===== src/rtl/tlul_a_rr_arbiter.sv =====
// TL-UL A-channel round-robin arbiter for NUM_MASTERS masters onto one slave,
// with in-order D-channel response routing via a FIFO of granted master indices.
module tlul_a_rr_arbiter #(
    parameter int unsigned NUM_MASTERS     = 3,
    parameter int unsigned MAX_OUTSTANDING = 8,
    parameter int unsigned ADDR_WIDTH      = 32,
    parameter int unsigned DATA_WIDTH      = 32,
    parameter int unsigned SIZE_WIDTH      = 3,
    parameter int unsigned SRC_WIDTH       = 2,
    parameter int unsigned SINK_WIDTH      = 1,
    parameter int unsigned OPCODE_WIDTH    = 3,
    parameter int unsigned PARAM_WIDTH     = 3,
    localparam int unsigned MASK_WIDTH     = DATA_WIDTH / 8
) (
    input  logic                                  clk_100,
    input  logic                                  reset_n,
    // master A sockets
    input  logic [NUM_MASTERS-1:0]                m_a_valid,
    output logic [NUM_MASTERS-1:0]                m_a_ready,
    input  logic [NUM_MASTERS*OPCODE_WIDTH-1:0]   m_a_opcode,
    input  logic [NUM_MASTERS*PARAM_WIDTH-1:0]    m_a_param,
    input  logic [NUM_MASTERS*SIZE_WIDTH-1:0]     m_a_size,
    input  logic [NUM_MASTERS*SRC_WIDTH-1:0]      m_a_source,
    input  logic [NUM_MASTERS*ADDR_WIDTH-1:0]     m_a_address,
    input  logic [NUM_MASTERS*MASK_WIDTH-1:0]     m_a_mask,
    input  logic [NUM_MASTERS*DATA_WIDTH-1:0]     m_a_data,
    // slave A socket
    output logic                                  s_a_valid,
    input  logic                                  s_a_ready,
    output logic [OPCODE_WIDTH-1:0]               s_a_opcode,
    output logic [PARAM_WIDTH-1:0]                s_a_param,
    output logic [SIZE_WIDTH-1:0]                 s_a_size,
    output logic [SRC_WIDTH-1:0]                  s_a_source,
    output logic [ADDR_WIDTH-1:0]                 s_a_address,
    output logic [MASK_WIDTH-1:0]                 s_a_mask,
    output logic [DATA_WIDTH-1:0]                 s_a_data,
    // slave D socket
    input  logic                                  s_d_valid,
    output logic                                  s_d_ready,
    input  logic [OPCODE_WIDTH-1:0]               s_d_opcode,
    input  logic [PARAM_WIDTH-1:0]                s_d_param,
    input  logic [SIZE_WIDTH-1:0]                 s_d_size,
    input  logic [SRC_WIDTH-1:0]                  s_d_source,
    input  logic [SINK_WIDTH-1:0]                 s_d_sink,
    input  logic [DATA_WIDTH-1:0]                 s_d_data,
    input  logic                                  s_d_error,
    // master D sockets
    output logic [NUM_MASTERS-1:0]                m_d_valid,
    input  logic [NUM_MASTERS-1:0]                m_d_ready,
    output logic [NUM_MASTERS*OPCODE_WIDTH-1:0]   m_d_opcode,
    output logic [NUM_MASTERS*PARAM_WIDTH-1:0]    m_d_param,
    output logic [NUM_MASTERS*SIZE_WIDTH-1:0]     m_d_size,
    output logic [NUM_MASTERS*SRC_WIDTH-1:0]      m_d_source,
    output logic [NUM_MASTERS*SINK_WIDTH-1:0]     m_d_sink,
    output logic [NUM_MASTERS*DATA_WIDTH-1:0]     m_d_data,
    output logic [NUM_MASTERS-1:0]                m_d_error,
    output logic                                  unexpected_d
);

    localparam int unsigned IDX_W = $clog2(NUM_MASTERS);
    localparam int unsigned PTR_W = $clog2(MAX_OUTSTANDING);
    localparam int unsigned CNT_W = PTR_W + 1;
    localparam logic [NUM_MASTERS-1:0] ONE_HOT0 = NUM_MASTERS'(1);

    typedef enum logic {IDLE, LOCKED} state_e;

    state_e             state_q, state_d;
    logic [IDX_W-1:0]   gnt_q, gnt_d;
    logic [IDX_W-1:0]   rr_q, rr_d;
    logic [PTR_W-1:0]   wr_ptr_q, wr_ptr_d;
    logic [PTR_W-1:0]   rd_ptr_q, rd_ptr_d;
    logic [CNT_W-1:0]   cnt_q, cnt_d;
    logic               unexp_q, unexp_d;
    logic [IDX_W-1:0]   fifo_q [MAX_OUTSTANDING];

    logic [IDX_W-1:0]   gnt;
    logic [IDX_W-1:0]   cand;
    logic [IDX_W-1:0]   head;
    logic               granted;
    logic               can_issue;
    logic               fifo_empty;
    logic               a_hs;
    logic               d_hs;

    assign can_issue  = (cnt_q < CNT_W'(MAX_OUTSTANDING));
    assign fifo_empty = (cnt_q == '0);
    assign head       = fifo_q[rd_ptr_q];
    assign a_hs       = s_a_valid & s_a_ready;
    assign d_hs       = s_d_valid & s_d_ready;

    // State register
    always_ff @(posedge clk_100 or negedge reset_n) begin
        if (!reset_n) begin
            state_q <= IDLE;
            gnt_q   <= '0;
        end else begin
            state_q <= state_d;
            gnt_q   <= gnt_d;
        end
    end

    // Next-state logic
    always_comb begin
        state_d = state_q;
        gnt_d   = gnt_q;
        case (state_q)
            IDLE: begin
                if (s_a_valid && !s_a_ready) begin
                    state_d = LOCKED;
                    gnt_d   = gnt;
                end
            end
            LOCKED: begin
                if (a_hs) state_d = IDLE;
            end
            default: state_d = IDLE;
        endcase
    end

    // Output logic: grant selection; reset_n gating keeps outputs low while in reset
    always_comb begin
        gnt     = '0;
        cand    = '0;
        granted = 1'b0;
        if (state_q == LOCKED) begin
            gnt     = gnt_q;
            granted = reset_n;
        end else if (can_issue && reset_n) begin
            for (int unsigned k = 0; k < NUM_MASTERS; k++) begin
                cand = IDX_W'((32'(rr_q) + k) % NUM_MASTERS);
                if (!granted && m_a_valid[cand]) begin
                    gnt     = cand;
                    granted = 1'b1;
                end
            end
        end
    end

    assign s_a_valid   = granted & m_a_valid[gnt];
    assign m_a_ready   = (granted && s_a_ready) ? (ONE_HOT0 << gnt) : '0;
    assign s_a_opcode  = OPCODE_WIDTH'(m_a_opcode  >> (32'(gnt) * OPCODE_WIDTH));
    assign s_a_param   = PARAM_WIDTH'(m_a_param    >> (32'(gnt) * PARAM_WIDTH));
    assign s_a_size    = SIZE_WIDTH'(m_a_size      >> (32'(gnt) * SIZE_WIDTH));
    assign s_a_source  = SRC_WIDTH'(m_a_source     >> (32'(gnt) * SRC_WIDTH));
    assign s_a_address = ADDR_WIDTH'(m_a_address   >> (32'(gnt) * ADDR_WIDTH));
    assign s_a_mask    = MASK_WIDTH'(m_a_mask      >> (32'(gnt) * MASK_WIDTH));
    assign s_a_data    = DATA_WIDTH'(m_a_data      >> (32'(gnt) * DATA_WIDTH));

    // D routing: head of the route FIFO owns the current response
    assign m_d_valid   = (!fifo_empty && s_d_valid) ? (ONE_HOT0 << head) : '0;
    assign s_d_ready   = !fifo_empty && m_d_ready[head];
    assign m_d_opcode  = {NUM_MASTERS{s_d_opcode}};
    assign m_d_param   = {NUM_MASTERS{s_d_param}};
    assign m_d_size    = {NUM_MASTERS{s_d_size}};
    assign m_d_source  = {NUM_MASTERS{s_d_source}};
    assign m_d_sink    = {NUM_MASTERS{s_d_sink}};
    assign m_d_data    = {NUM_MASTERS{s_d_data}};
    assign m_d_error   = {NUM_MASTERS{s_d_error}};
    assign unexpected_d = unexp_q;

    always_comb begin
        rr_d     = rr_q;
        wr_ptr_d = wr_ptr_q;
        rd_ptr_d = rd_ptr_q;
        cnt_d    = cnt_q;
        unexp_d  = s_d_valid & fifo_empty;
        if (a_hs) begin
            rr_d     = (gnt == IDX_W'(NUM_MASTERS - 1)) ? '0 : gnt + IDX_W'(1);
            wr_ptr_d = wr_ptr_q + PTR_W'(1);
        end
        if (d_hs) rd_ptr_d = rd_ptr_q + PTR_W'(1);
        case ({a_hs, d_hs})
            2'b10:   cnt_d = cnt_q + CNT_W'(1);
            2'b01:   cnt_d = cnt_q - CNT_W'(1);
            default: cnt_d = cnt_q;
        endcase
    end

    always_ff @(posedge clk_100 or negedge reset_n) begin
        if (!reset_n) begin
            rr_q     <= '0;
            wr_ptr_q <= '0;
            rd_ptr_q <= '0;
            cnt_q    <= '0;
            unexp_q  <= 1'b0;
        end else begin
            rr_q     <= rr_d;
            wr_ptr_q <= wr_ptr_d;
            rd_ptr_q <= rd_ptr_d;
            cnt_q    <= cnt_d;
            unexp_q  <= unexp_d;
        end
    end

    // Entries are only read while count is non-zero, so storage needs no reset
    always_ff @(posedge clk_100) begin
        if (a_hs) fifo_q[wr_ptr_q] <= gnt;
    end

endmodule


===== config.mk =====
export PLATFORM = sky130hd
export DESIGN_NAME = tlul_a_rr_arbiter
export DESIGN_NICKNAME = d
export VERILOG_FILES = /design/src/rtl/tlul_a_rr_arbiter.sv
export SDC_FILE = /design/constraint.sdc
export NUM_CORES = 1
export LEC_CHECK = 0
export CORE_AREA = 5 5 196 198
export DETAILED_ROUTE_END_ITERATION = 8
export DIE_AREA = 0 0 201 203
export GPL_TIMING_DRIVEN = 0
export PLACE_DENSITY = 0.53
export REMOVE_ABC_BUFFERS = 1
export SLEW_MARGIN = 10
export SYNTH_ARGS = -nofsm -noshare
export SYNTH_HDL_FRONTEND = slang
export SYNTH_SLANG_ARGS = --single-unit

===== constraint.sdc =====
create_clock -name clk_100 -period 3.52 [get_ports clk_100]
set_input_delay 0.528 -clock clk_100 [delete_from_list [all_inputs] [get_ports clk_100]]
set_output_delay 0.528 -clock clk_100 [all_outputs]
set_load 0.01 [all_outputs]

==> results by stage, run 1 <==
Worst setup path:
- The worst reg2reg path depth is 15.
- Data on the critical path is required at its endpoint by 3.67 ns.
- By startpoint and endpoint, the worst setup path is classified as reg2reg.
- STA classifies the critical path endpoint as a flop.
- The source of the critical timing path is rr_q[1]$_DFFE_PN0P_.
- The startpoint identified for the worst register-to-register timing path is rr_q[1]$_DFFE_PN0P_.
- Along the worst path, the maximum fanout reaches 6.
- STA classifies the critical path startpoint as a flop.
- The critical path arrival is 3.65 ns.

Global routing:
- The first-pass GRT wire length is 41000 um.
- The global router's overall resource usage is 0.138.
- The total overflow left after global routing is 0.
- The number of global-route vias before repair is 5364.
- The pin count of the biggest net entering global routing is 56.
- The initial antenna violation count is 0.

Synthesis:
- The count of different cell masters after synthesis is 53.
- The main combinational cell family by area after synthesis is buffers and inverters.
- The cell area that synthesis handed to floorplanning was 0.00458 mm2.
- The synthesized-area fraction occupied by xor and xnor cells is 0.0153.
- Measured against the total synthesized area, the mux share comes to 0.207.
- The synthesized instance count is 579.
- The share of synthesized area occupied by flip-flops and latches is 0.192.
- Yosys mapped a number of flops with a built-in enable equal to 16.
- A synthesized cell averages 7.92 um2.
- The share of synthesized cell area in and, or, nand and nor gates is 0.136.
- The register bit count reported by yosys is 32.
- For this run, the number of Yosys warnings is 0.
- The share of flip-flops with an asynchronous set or reset is 0.500.
- The post-synthesis compound-gate area fraction is 0.153.
- The post-synthesis adder-cell area fraction is 0.0257.
- In the synthesized netlist the dominant register cell turns out to be edfxtp_1.

Die:
- The core footprint is 0.0363 mm2.
- The die outline height is 203 um.
- The horizontal die dimension is 201 um.
- The starting density of the core is 0.126.
- The total I/O pin count is 515.
- The floorplan step defined a die boundary enclosing 0.0408 mm2.
- The number of cell rows is 70.

STA:
- The final critical path time including I/O delays and setup is 3.50 ns.
- The post-route worst hold slack is 0.127 ns.
- At the pin with the least slew margin, the transition time is 0.558 ns.
- Setup repair after global routing could not meet its margin everywhere.
- The final-report max-slew violation count is 0.
- Clock skew on the completed layout was measured at 0.00387 ns.
- The setup violation total in the final timing report is 0.
- Timing would allow up to 286 MHz.
- Dividing the final minimum period by the clock period gives 0.994.
- The headroom to the max-slew limit is 0.625.
- The number of hold-slack violations in the final timing report is 0.

Status:
- The run finished with clean final reports.

Layout:
- Of the cells placed in the final design, the portion with a size suffix greater than 1 is 0.251.
- After filler insertion, the fill cell instance count of the layout stands at 3991.
- The most common cell after layout, fill and taps aside is clkdlybuf4s50_1.
- Once layout is complete, the cells apart from fillers number 1266.
- Compared with the post-synthesis result, the final layout area differs by 77.7%.
- For this run, the post-layout net count is 1097.
- Leaving out fill and tap cells, the most frequent cells in the layout are 247 x clkdlybuf4s50_1, 91 x nand2_1, 61 x mux2i_1.
- The number of diodes added for antenna fixing is 0.

Clock tree:
- CTS saw 32 sinks.
- The buffer cell driving the clock tree root is clkbuf_16.
- Clock tree synthesis inserted a total of 5 buffers.
- The clock-pin slew on the worst setup and hold paths is 0.05 ns.
- Counting along the longest clock path gives a buffer depth of 2.
- The clock reaches the later pin of the worst-skew pair after 0.27 ns.
- The number of levels the H-tree was split into is 2.
- The CTS tree is yes.

Power:
- In this run the static leakage power is 3.04 nW.
- VDD sags by at most 448 uV.
- The total power density per cell area is 752 mW/mm2.

Detailed routing:
- The per-cell via count in the routed design is 4.00.
- The number of detailed-route iterations in the first pass is 4.
- The via count is 5070.
- The number of violations reported at the end of detailed-routing iteration 0 is 208.
- In this run the remaining antenna-violating nets after routing total 0.
- The average routed wire per standard cell is 24.9 um.
- The remaining design rule violation count is 0.
- The final layout contains routed wiring with a total length of 31600 um.

Placement:
- The number of placed instances, taps included is 1215.
- The number of buffer cells added on primary ports is 334.
- Routability-driven placement finished with a final weighted congestion of 0.848.
- The placed wire-length estimate is 24300 um.

Job:
- Max-cap violations in this run came to 0.

Hold path:
- The class of the tightest hold or removal check is in2async.
## through the flow
stage / setup TNS (ns) / area (um2) / utilization / worst slack, ns / total power, W
after detailed placement: -112.46 / 7440 / 0.205 / -1.57 / 0.00506
final: 0 / 8150 / 0.224 / 0.0216 / 0.00613
after global placement: -461.79 / 7320 / 0.201 / -4.90 / 0.00509
after CTS: -0.531 / 8070 / 0.222 / -0.0963 / 0.00603
after floorplan: -174.53 / 3390 / - / -1.85 / 0.00270
after global routing: -1.77 / 8150 / 0.224 / -0.111 / 0.00656
## registers in the layout (all words and copies together) (netlist names), named ones only
name / flops
unexpected_d: 1
gnt_q: 2
fifo_q: 16
wr_ptr_q: 3
rr_q: 2
rd_ptr_q: 3
cnt_q: 4
## Yosys cell counts (all sizes together) (3+ instances only)
master,instances,area (um2)
a21boi,3,26.3
xnor2,4,35.0
a31oi,3,18.8
o21ai,84,424
xor2,4,35.0
nor2,13,48.8
a211oi,3,27.5
buf,150,1110
o211ai,5,37.5
nor3,4,20.0
mux4,4,90.1
edfxtp,16,480
inv,13,48.8
ha,7,87.6
clkbuf,20,75.1
nand2b,6,37.5
mux2i,81,811
dfrtp,16,400
nand2,92,345
a21oi,6,30.0
nor2b,6,37.5
mux2,4,48.8
and2,6,37.5
## area by class of cell
type	count	area, um2	area share
Clock inverter	2	35.0	0.00430
Inverter	13	48.8	0.00599
Multi-Input combinational cell	365	2790	0.342
Timing Repair Buffer	380	3680	0.452
Clock buffer	6	129	0.0158
Tap cell	468	586	0.0719
Sequential cell	32	881	0.108
## logic make-up after synthesis
group / after synthesis
buffers and inverters: 183
AOI/OAI and AO/OA: 117
xor gates and xnor gates: 8
adders and majority gates: 9
muxes: 89
and+or+nand+nor: 141
DFF: 32
## worst max-delay path, stage by stage, from the launching register on
cell and delay [ns]:
dfrtp_1 0.42, ha_4 0.29, or3b_4 0.39, a2111oi_4 0.40
o21ai_2 0.17, o2111a_4 0.20, buf_16 0.15, a32o_2 0.27
inv_2 0.07, ha_4 0.15, buf_4 0.11, ha_1 0.24
a21oi_2 0.15, xnor2_1 0.14, nor2_1 0.08, xor2_1 0.14
## final timing paths
path	endpoint	slack (ns)
hold reg to reg	gnt_q[1]$_DFFE_PN0P_	0.51
min in group clk_100	gnt_q[1]$_DFFE_PN0P_	0.51
hold / removal	unexpected_d$_DFF_PN0_	0.13
max in group asynchronous	cnt_q[3]$_DFFE_PN0P_	3.18
setup reg to reg	cnt_q[3]$_DFFE_PN0P_	0.02
setup / recovery	cnt_q[3]$_DFFE_PN0P_	0.02
## report_power, final
group	internal [W]	switching (W)	leakage, nW
logic	0.00232	0.00268	2.61
clock network	0.000332	0.000146	0.0808
registers	0.000526	0.000130	0.343
total	0.00317	0.00296	3.04
## timing repair
action                                  CTS  global route
pin swaps                                13            17
setup buffers                            23             8
endpoints found under the setup margin  108            83
gates cloned                              7             6
gates resized for setup                 215           260
hold buffers                              0             0
## per-layer routing
metal	track usage	vias to the layer above	wire length, um
met5	0.0655	-	373
met4	0.00885	9	170
met3	0.112	17	5230
met2	0.211	408	13900
met1	0.151	2335	11900
li1	-	2301	-
Note: power is estimated with default switching activity, not from simulation.
==> inputs of run 2 (changes only) <==
--- a/config.mk
+++ b/config.mk
@@ -8,9 +8,11 @@
 export CORE_AREA = 5 5 196 198
 export DETAILED_ROUTE_END_ITERATION = 8
 export DIE_AREA = 0 0 201 203
+export GPL_ROUTABILITY_DRIVEN = 0
 export GPL_TIMING_DRIVEN = 0
 export PLACE_DENSITY = 0.53
 export REMOVE_ABC_BUFFERS = 1
+export SKIP_LAST_GASP = 1
 export SLEW_MARGIN = 10
 export SYNTH_ARGS = -nofsm -noshare
 export SYNTH_HDL_FRONTEND = slang
==> run 2 against run 1 <==
  * The run now ends with setup timing left
  * Power down 1.0%
  * Non-clock buffer count up 2
  * Die area is the same
  * Clock-buffer cell count is the same
  * Global-route usage about the same
  * Via count shrank 0.18%
  * Sequential power shrank 0.8%
  * Clock power hardly changed
  * Routed wire length down 1.2%
  * Hold slack about the same
  * Flip-flop and latch count unchanged
  * Cell count up 0.16%
==> results by stage, run 2 (same netlist as run 1, synthesis figures left out) <==
STA:
- The setup violation total in the final timing report is 13 (+13).
- The final critical path time including I/O delays and setup is 3.56 ns (+0.0628 ns).
- Setup repair after global routing could not meet its margin everywhere.
- The measured slew at the worst slew-check pin is 0.557 ns (-0.00118 ns).
- The setup slack of the critical path after layout is -0.0412 ns (-0.0628 ns).
- The final-report max-slew violation count is 0 (unchanged).
- The timing-limited maximum frequency is 281 MHz (-1.8%).
- The share of the clock period used by the worst path was 1.01 (+0.0178).
- The number of hold-slack violations in the final timing report is 0 (unchanged).
- The post-route worst hold slack was 0.128 ns (+0.000488 ns).
- The final clock skew is 0.00473 ns (+0.000861 ns).
- The headroom to the max-slew limit is 0.626 (+0.000791).

Status:
- The run finished, with violations left.
- The checks that failed: setup timing.

Global routing:
- The initial antenna violation count is 0 (unchanged).
- The pin count of the biggest net entering global routing is 56 (unchanged).
- The number of global-route vias before repair is 5360 (-0.075%).
- The leftover overflow at the end of global routing is 0 (unchanged).
- The global router's overall resource usage is 0.138 (about the same).
- The first-pass GRT wire length is 41000 um (unchanged).

Die:
- The core footprint is 0.0363 mm2 (unchanged).
- The starting density of the core is 0.126 (unchanged).
- The horizontal die dimension is 201 um (unchanged).
- The area of the die was 0.0408 mm2 (unchanged).
- The die outline height came to 203 um (unchanged).
- The total I/O pin count came to 515 (unchanged).
- The number of cell rows came to 70 (unchanged).

Worst setup path:
- The standard cell with the maximum stage delay on the critical path is or3b_4.
- The largest fanout on the critical path came to 10 (+4).
- The nature of the critical path endpoint is an output pin.
- The signal on the critical path passes through inv_2, ha_4, or3b_4, a2111oi_4, o21ai_2, nand2_4, buf_4, bufbuf_16, mux2i_1, o21ai_0, dlygate4sd2_1.
- The data required time of the critical path is 2.99 ns (-0.68 ns).
- The startpoint-to-endpoint class of the critical path is reg2out.
- The worst reg-to-reg setup slack came to 0 ns (-0.02 ns).
- The startpoint of the lowest-slack register-to-register path is rr_q[0]$_DFFE_PN0P_.
- The delay contributed by the slowest stage of the critical path is 0.39 ns (-0.03 ns).
- The critical path arrival is 3.03 ns (-0.62 ns).
- The worst reg2reg path depth is 16 (+1).
- The endpoint of the lowest-slack register-to-register path is cnt_q[3]$_DFFE_PN0P_.
- The startpoint class of the critical path is a flop.

Clock tree:
- The insertion delay to the later sink of the worst-skew pair came to 0.27 ns (about the same).
- TritonCTS built the clock tree.
- The number of levels the H-tree was split into was 2 (unchanged).
- The number of sinks on the clock net is 32 (unchanged).
- The maximum buffer depth of the clock tree is 2 (unchanged).
- The clock buffer count from CTS came to 5 (unchanged).
- The buffer cell driving the clock tree root is clkbuf_16.
- The clock-pin slew on the worst setup and hold paths is 0.05 ns (about the same).
- The cts-stage hold buffer count was 0 (unchanged).

Layout:
- The final standard cell count with taps included and fillers excluded is 1268 (+0.16%).
- The number of filler instances in the final layout is 3992 (+0.025%).
- The number of diodes added for antenna fixing came to 0 (unchanged).
- The most common cell after layout, fill and taps aside is clkdlybuf4s50_1.
- In the layout the commonest cells are 248 x clkdlybuf4s50_1, 91 x nand2_1, 66 x mux2i_1.
- The number of flip-flops under the largest register name is 16 (unchanged).
- From synthesis to final layout, the design area changed by 78.4%.
- The largest registers in the layout are fifo_q: 16 flops, cnt_q: 4 flops.
- The count of nets after finishing is 1099 (+0.18%).
- The share of layout cells above drive strength 1 is 0.196 (-0.0544).
- The register containing the most flip-flops in the final layout is fifo_q.

Placement:
- The number of placed instances, taps included is 1215 (unchanged).
- The placed wire-length estimate is 24300 um (unchanged).
- The number of buffer cells added on primary ports is 334 (unchanged).

Detailed routing:
- The per-cell via count in the routed design is 3.99 (-0.33%).
- The number of detailed-route iterations in the first pass is 4 (unchanged).
- The via count is 5061 (-0.18%).
- The total routed wirelength was 31200 um (-1.2%).
- The final antenna-violating net count was 0 (unchanged).
- The remaining design rule violation count is 0 (unchanged).
- The average routed wire per standard cell is 24.6 um (-1.3%).
- The number of violations reported at the end of detailed-routing iteration 0 is 262 (+26%).

Hold path:
- In this run the worst hold path is classified as in2async.

Power:
- The static leakage is 3.07 nW (+1.1%).
- The maximum VDD drop is 398 uV (-11%).
- The total power density per cell area is 742 mW/mm2 (-1.4%).

Job:
- The max-cap violation count is 0 (unchanged).
run 2: changes by cell type in the layout (fill, tap and decap cells not counted), moves of 4 or more:
| cell | delta |
|---|---|
| clkbuf_2 | -18 |
| buf_6 | -5 |
| buf_4 | +7 |
| o21ai_0 | +24 |
| mux2i_4 | -5 |
| o21ai_1 | -20 |
| mux2i_1 | +5 |
| clkdlybuf4s15_2 | +4 |
| buf_2 | -18 |
| dlygate4sd2_1 | +31 |
run 2: how the worst max path moves through the flow:
| stage | from | to | slack, ns |
|---|---|---|---|
| final | rr_q[0]$_DFFE_PN0P_ | s_a_data[25] | -0.04 |
| after floorplan | rr_q[0]$_DFFE_PN0P_ | s_a_address[0] | -1.85 |
| after detailed placement | reset_n | cnt_q[3]$_DFFE_PN0P_ | -1.57 |
| after global routing | rr_q[0]$_DFFE_PN0P_ | s_a_address[15] | -0.17 |
| after CTS | rr_q[0]$_DFFE_PN0P_ | s_a_address[31] | -0.11 |
| after global placement | m_a_valid[2] | s_a_address[20] | -4.90 |
run 2: per-layer routing:
| layer | GRT usage | share of wire | vias to the layer above | routed length, um |
|---|---|---|---|---|
| met4 | 0.00885 | 0.0046 | 9 | 142 |
| li1 | - | - | 2302 | - |
| met5 | 0.0655 | 0.012 | - | 373 |
| met3 | 0.112 | 0.17 | 16 | 5230 |
| met1 | 0.152 | 0.37 | 2325 | 11700 |
| met2 | 0.211 | 0.44 | 409 | 13800 |
run 2: worst max-delay path: cells and delay by family (launching register included):
family / cells / cell delay, ns
and+or+nand+nor: 2 / 0.52
DFF: 1 / 0.37
buffers and inverters: 4 / 0.82
muxes: 1 / 0.17
AOI/OAI and AO/OA: 3 / 0.59
adders and majority gates: 1 / 0.27
run 2: what timing repair did:
action / in CTS / in global routing
gates resized for setup: 198 / 109
cloned: 7 / 4
setup endpoints to repair: 108 / 83
pin swaps: 13 / 8
setup buffers: 23 / 11
run 2: through the flow:
stage	setup slack (ns)	utilization	total power, W	area (um2)	setup TNS [ns]
finish	-0.0412	0.225	0.00607	8180	-0.193
global route	-0.169	0.225	0.00649	8180	-4.51
CTS	-0.115	0.222	0.00601	8050	-1.21
detailed placement	-1.57	0.205	0.00506	7440	-112.46
global placement	-4.90	0.201	0.00509	7320	-461.79
floorplan	-1.85	-	0.00270	3390	-174.53
run 2: cell type report:
type | instances | area [um2] | area share
multi-input cells | 365 | 2680 | 0.327
clock buffers | 6 | 129 | 0.0158
clock inverters | 2 | 35.0 | 0.00428
repair buffers | 382 | 3820 | 0.467
flip-flops and latches | 32 | 881 | 0.108
inverters | 13 | 48.8 | 0.00597
well taps | 468 | 586 | 0.0716
run 2: where the power goes:
group,leakage (nW),switching (W),internal (W)
Sequential,0.343,0.000125,0.000526
Clock,0.0808,0.000147,0.000332
Combinational,2.64,0.00259,0.00235
==> variant 1, RTL diff (config.mk and constraints of run 2) <==
Reset style: synchronous (`reset_n`), changed in 2 clocked blocks.
--- a/src/rtl/tlul_a_rr_arbiter.sv
+++ b/src/rtl/tlul_a_rr_arbiter.sv
@@ -91,3 +91,3 @@
     // State register
-    always_ff @(posedge clk_100 or negedge reset_n) begin
+    always_ff @(posedge clk_100) begin
         if (!reset_n) begin
@@ -178,3 +178,3 @@
 
-    always_ff @(posedge clk_100 or negedge reset_n) begin
+    always_ff @(posedge clk_100) begin
         if (!reset_n) begin
Behaviour: not the same (Yosys sat finds a counterexample within 4 cycles, from zero or initial values and one cycle with reset_n low; the reset may be asserted at any time).
==> variant 1 against run 2 <==
Sequential cell count is 3 higher; final cell count is 1.5% higher; critical endpoint is now m_a_ready[2]; design area up 2.7%; synthesized area up 2.1%; setup slack better by 0.043 ns; routed wire length increased by 3.0%.
Power is not compared: it rests on default switching activity, and its combinational part moved more than twofold at a synthesized area within 25%.
==> variant 1: results (changes against run 2) <==
Critical Path Start rr_q[0]; Synth top cells by count buf_4, nand2_1, mux2i_1; drt wl/cell 25.0 um (+1.5%); vias in the first global route 5425 (+1.2%); CP Data Arrival Time 2.99 ns (-0.04 ns); Post-CTS Setup Bufs 34 (+48%); post-synthesis cell type count 57 (+7.5%); Synth Area per Inst 7.94 sq um (+0.34%); top post-synthesis cells by area buf_4, mux2i_1, edfxtp_1; Max-Slew Margin vs Limit 61.4% (-1.2 points); first-pass GRT wire length 42800 um (+4.3%); DP Area 7450 sq um (about the same); gr usage total 14.6% (+0.79 points); DP Worst Slack -1.74 ns (-0.167 ns); Routed met3 length 5080 um (-2.8%); final WL 32100 um (+3.0%); DP Cell Count 1222 (+0.58%); GRT met3 Usage 10.9% (-0.34 points); met2 routed WL 14100 um (+2.6%); worst-path maximum fanout 13 (+3); met1 GRT Util 16.6% (+1.4 points); status completed; largest net degree at the start of global routing 37 (-34%); Fin Clk Skew 0.00545 ns (+0.000717 ns); Starting DRT DRC Count 245 (-6.5%); Crit path largest cell delay 0.59 ns (+0.20 ns); Crit-path slowest cell clkdlybuf4s50_1; Crit Reg-Reg Startpoint rr_q[0]; M1 wire length 12600 um (+7.4%); Seq/Total Area, Yosys 18.4% (-0.82 points); Vias/cell 3.95 (-0.99%); met2 Usage GRT 22.4% (+1.2 points)
variant 1: layout make-up:
cell class | count | area, sq um
repair buffers | 390 | 3940
flip-flops and latches | 35 | 863
inverters | 12 | 45.0
diodes | 1 | 2.50
clock inverters | 2 | 7.51
well taps | 468 | 586
multi-input cells | 373 | 2830
fillers | 3973 | 27900
clock buffers | 6 | 129
variant 1: final timing paths:
path                                endpoint  depth (start not counted)  slack (ns)
worst max-delay path            m_a_ready[2]                         10       0.002
worst min-delay path                gnt_q[1]                          2        0.47
worst min register to register      gnt_q[1]                          2        0.47
worst max register to register      cnt_q[3]                         17        0.03
variant 1: kinds of logic after synthesis:
logic type               Yosys count  synth area share (%)
AO/OA/AOI/OAI                    112                  13.8
buffers and inverters            184                  27.9
multiplexers                      92                  21.2
AND/OR/NAND/NOR                  152                  15.2
flip-flops                        35                  18.4
adder cells (fa/ha/maj)            9                  2.51
XOR/XNOR                           5                 0.936
==> variant 2, RTL diff (flow settings as in run 2) <==
Made on the original files. Set the parameter `PARAM_WIDTH` to 6 (it was 3).
--- a/src/rtl/tlul_a_rr_arbiter.sv
+++ b/src/rtl/tlul_a_rr_arbiter.sv
@@ -11,3 +11,3 @@
     parameter int unsigned OPCODE_WIDTH    = 3,
-    parameter int unsigned PARAM_WIDTH     = 3,
+    parameter int unsigned PARAM_WIDTH     = 6,
     localparam int unsigned MASK_WIDTH     = DATA_WIDTH / 8
Ports: changed (resized m_a_param, m_d_param, s_a_param and s_d_param); port bits go from 515 to 539. No check against the original RTL was run, so the function may have changed too.
==> variant 2 against run 2 <==
The flow still finishes with violations (setup timing); fmax decreased by 4.1%; design area is 23% higher; routed wire length grew 12%; total power is 29% higher; sequential cell count stayed put; setup slack worse by 0.15 ns; utilization rose by 5.1 points; register-to-register slack got worse by 0.18 ns; synthesized cell count is 10% lower; synthesized area is 4.1% higher; final cell count shrank 0.71%.
==> variant 2: results (changes against run 2) <==
Crit-path slowest cell dfrtp_1; met1 GRT Util 18.0% (+2.8 points); Setup-failing EPs final 84 (+71); DP Worst Slack -1.76 ns (-0.193 ns); failing checks setup timing; filler cell count 3766 (-5.7%); met2 Usage GRT 21.7% (+0.58 points); hold_ws 0.183 ns (+0.0557 ns); Starting DRT DRC Count 209 (-20%); Fin Clk Skew 0.00565 ns (+0.000916 ns); drt pass-1 iters 5 (+1); worst-path maximum fanout 7 (-3); P_seq 661 uW (+2%); Layout area overhead 110%; Routed met3 length 5940 um (+14%); DR vias 5286 (+4.4%); Net Sw Frac 44.6% (-2.5 points); clk_buf instances 5 (-1); status finished, violations left; HPWL Detailed 26000 um (+7.1%); Seq/total area 8.78% (-2.0 points); top post-synthesis cells by area buf_4, mux2i_1, o2bb2ai_1; setup ws final -0.192 ns (-0.151 ns); Syn Inst Count 519 (-10%); met2 routed WL 14400 um (+4.9%); Crit path largest cell delay 0.43 ns (+0.04 ns); Setup Total Neg Slack -8.06 ns (-7.86 ns); first-pass GRT wire length 45200 um (+10%)
[variant 2: final timing paths]
path	from	end	depth (start not counted)
max in group asynchronous	reset_n	rd_ptr_q[2]	1
min in group clk_100	cnt_q[3]	cnt_q[3]	1
setup / recovery	rr_q[1]	s_a_address[2]	12
setup reg to reg	rr_q[1]	cnt_q[3]	15
hold reg to reg	cnt_q[3]	cnt_q[3]	1
hold / removal	reset_n	unexpected_d	1
[variant 2: critical path, delay by kind of cell (launching register included)]
kind | cells | cell delay [ns]
AOI/OAI and AO/OA | 3 | 0.67
adders and majority gates | 1 | 0.27
buffers and inverters | 5 | 0.77
DFF | 1 | 0.43
muxes | 1 | 0.25
and+or+nand+nor | 2 | 0.50
[variant 2: logic make-up after synthesis]
group,Yosys count,synth area share (%)
adders and majority gates,8,2.25
DFF,32,18.5
muxes,94,20.9
xor gates and xnor gates,6,1.10
and+or+nand+nor,63,7.97
buffers and inverters,196,27.8
AOI/OAI and AO/OA,120,21.5
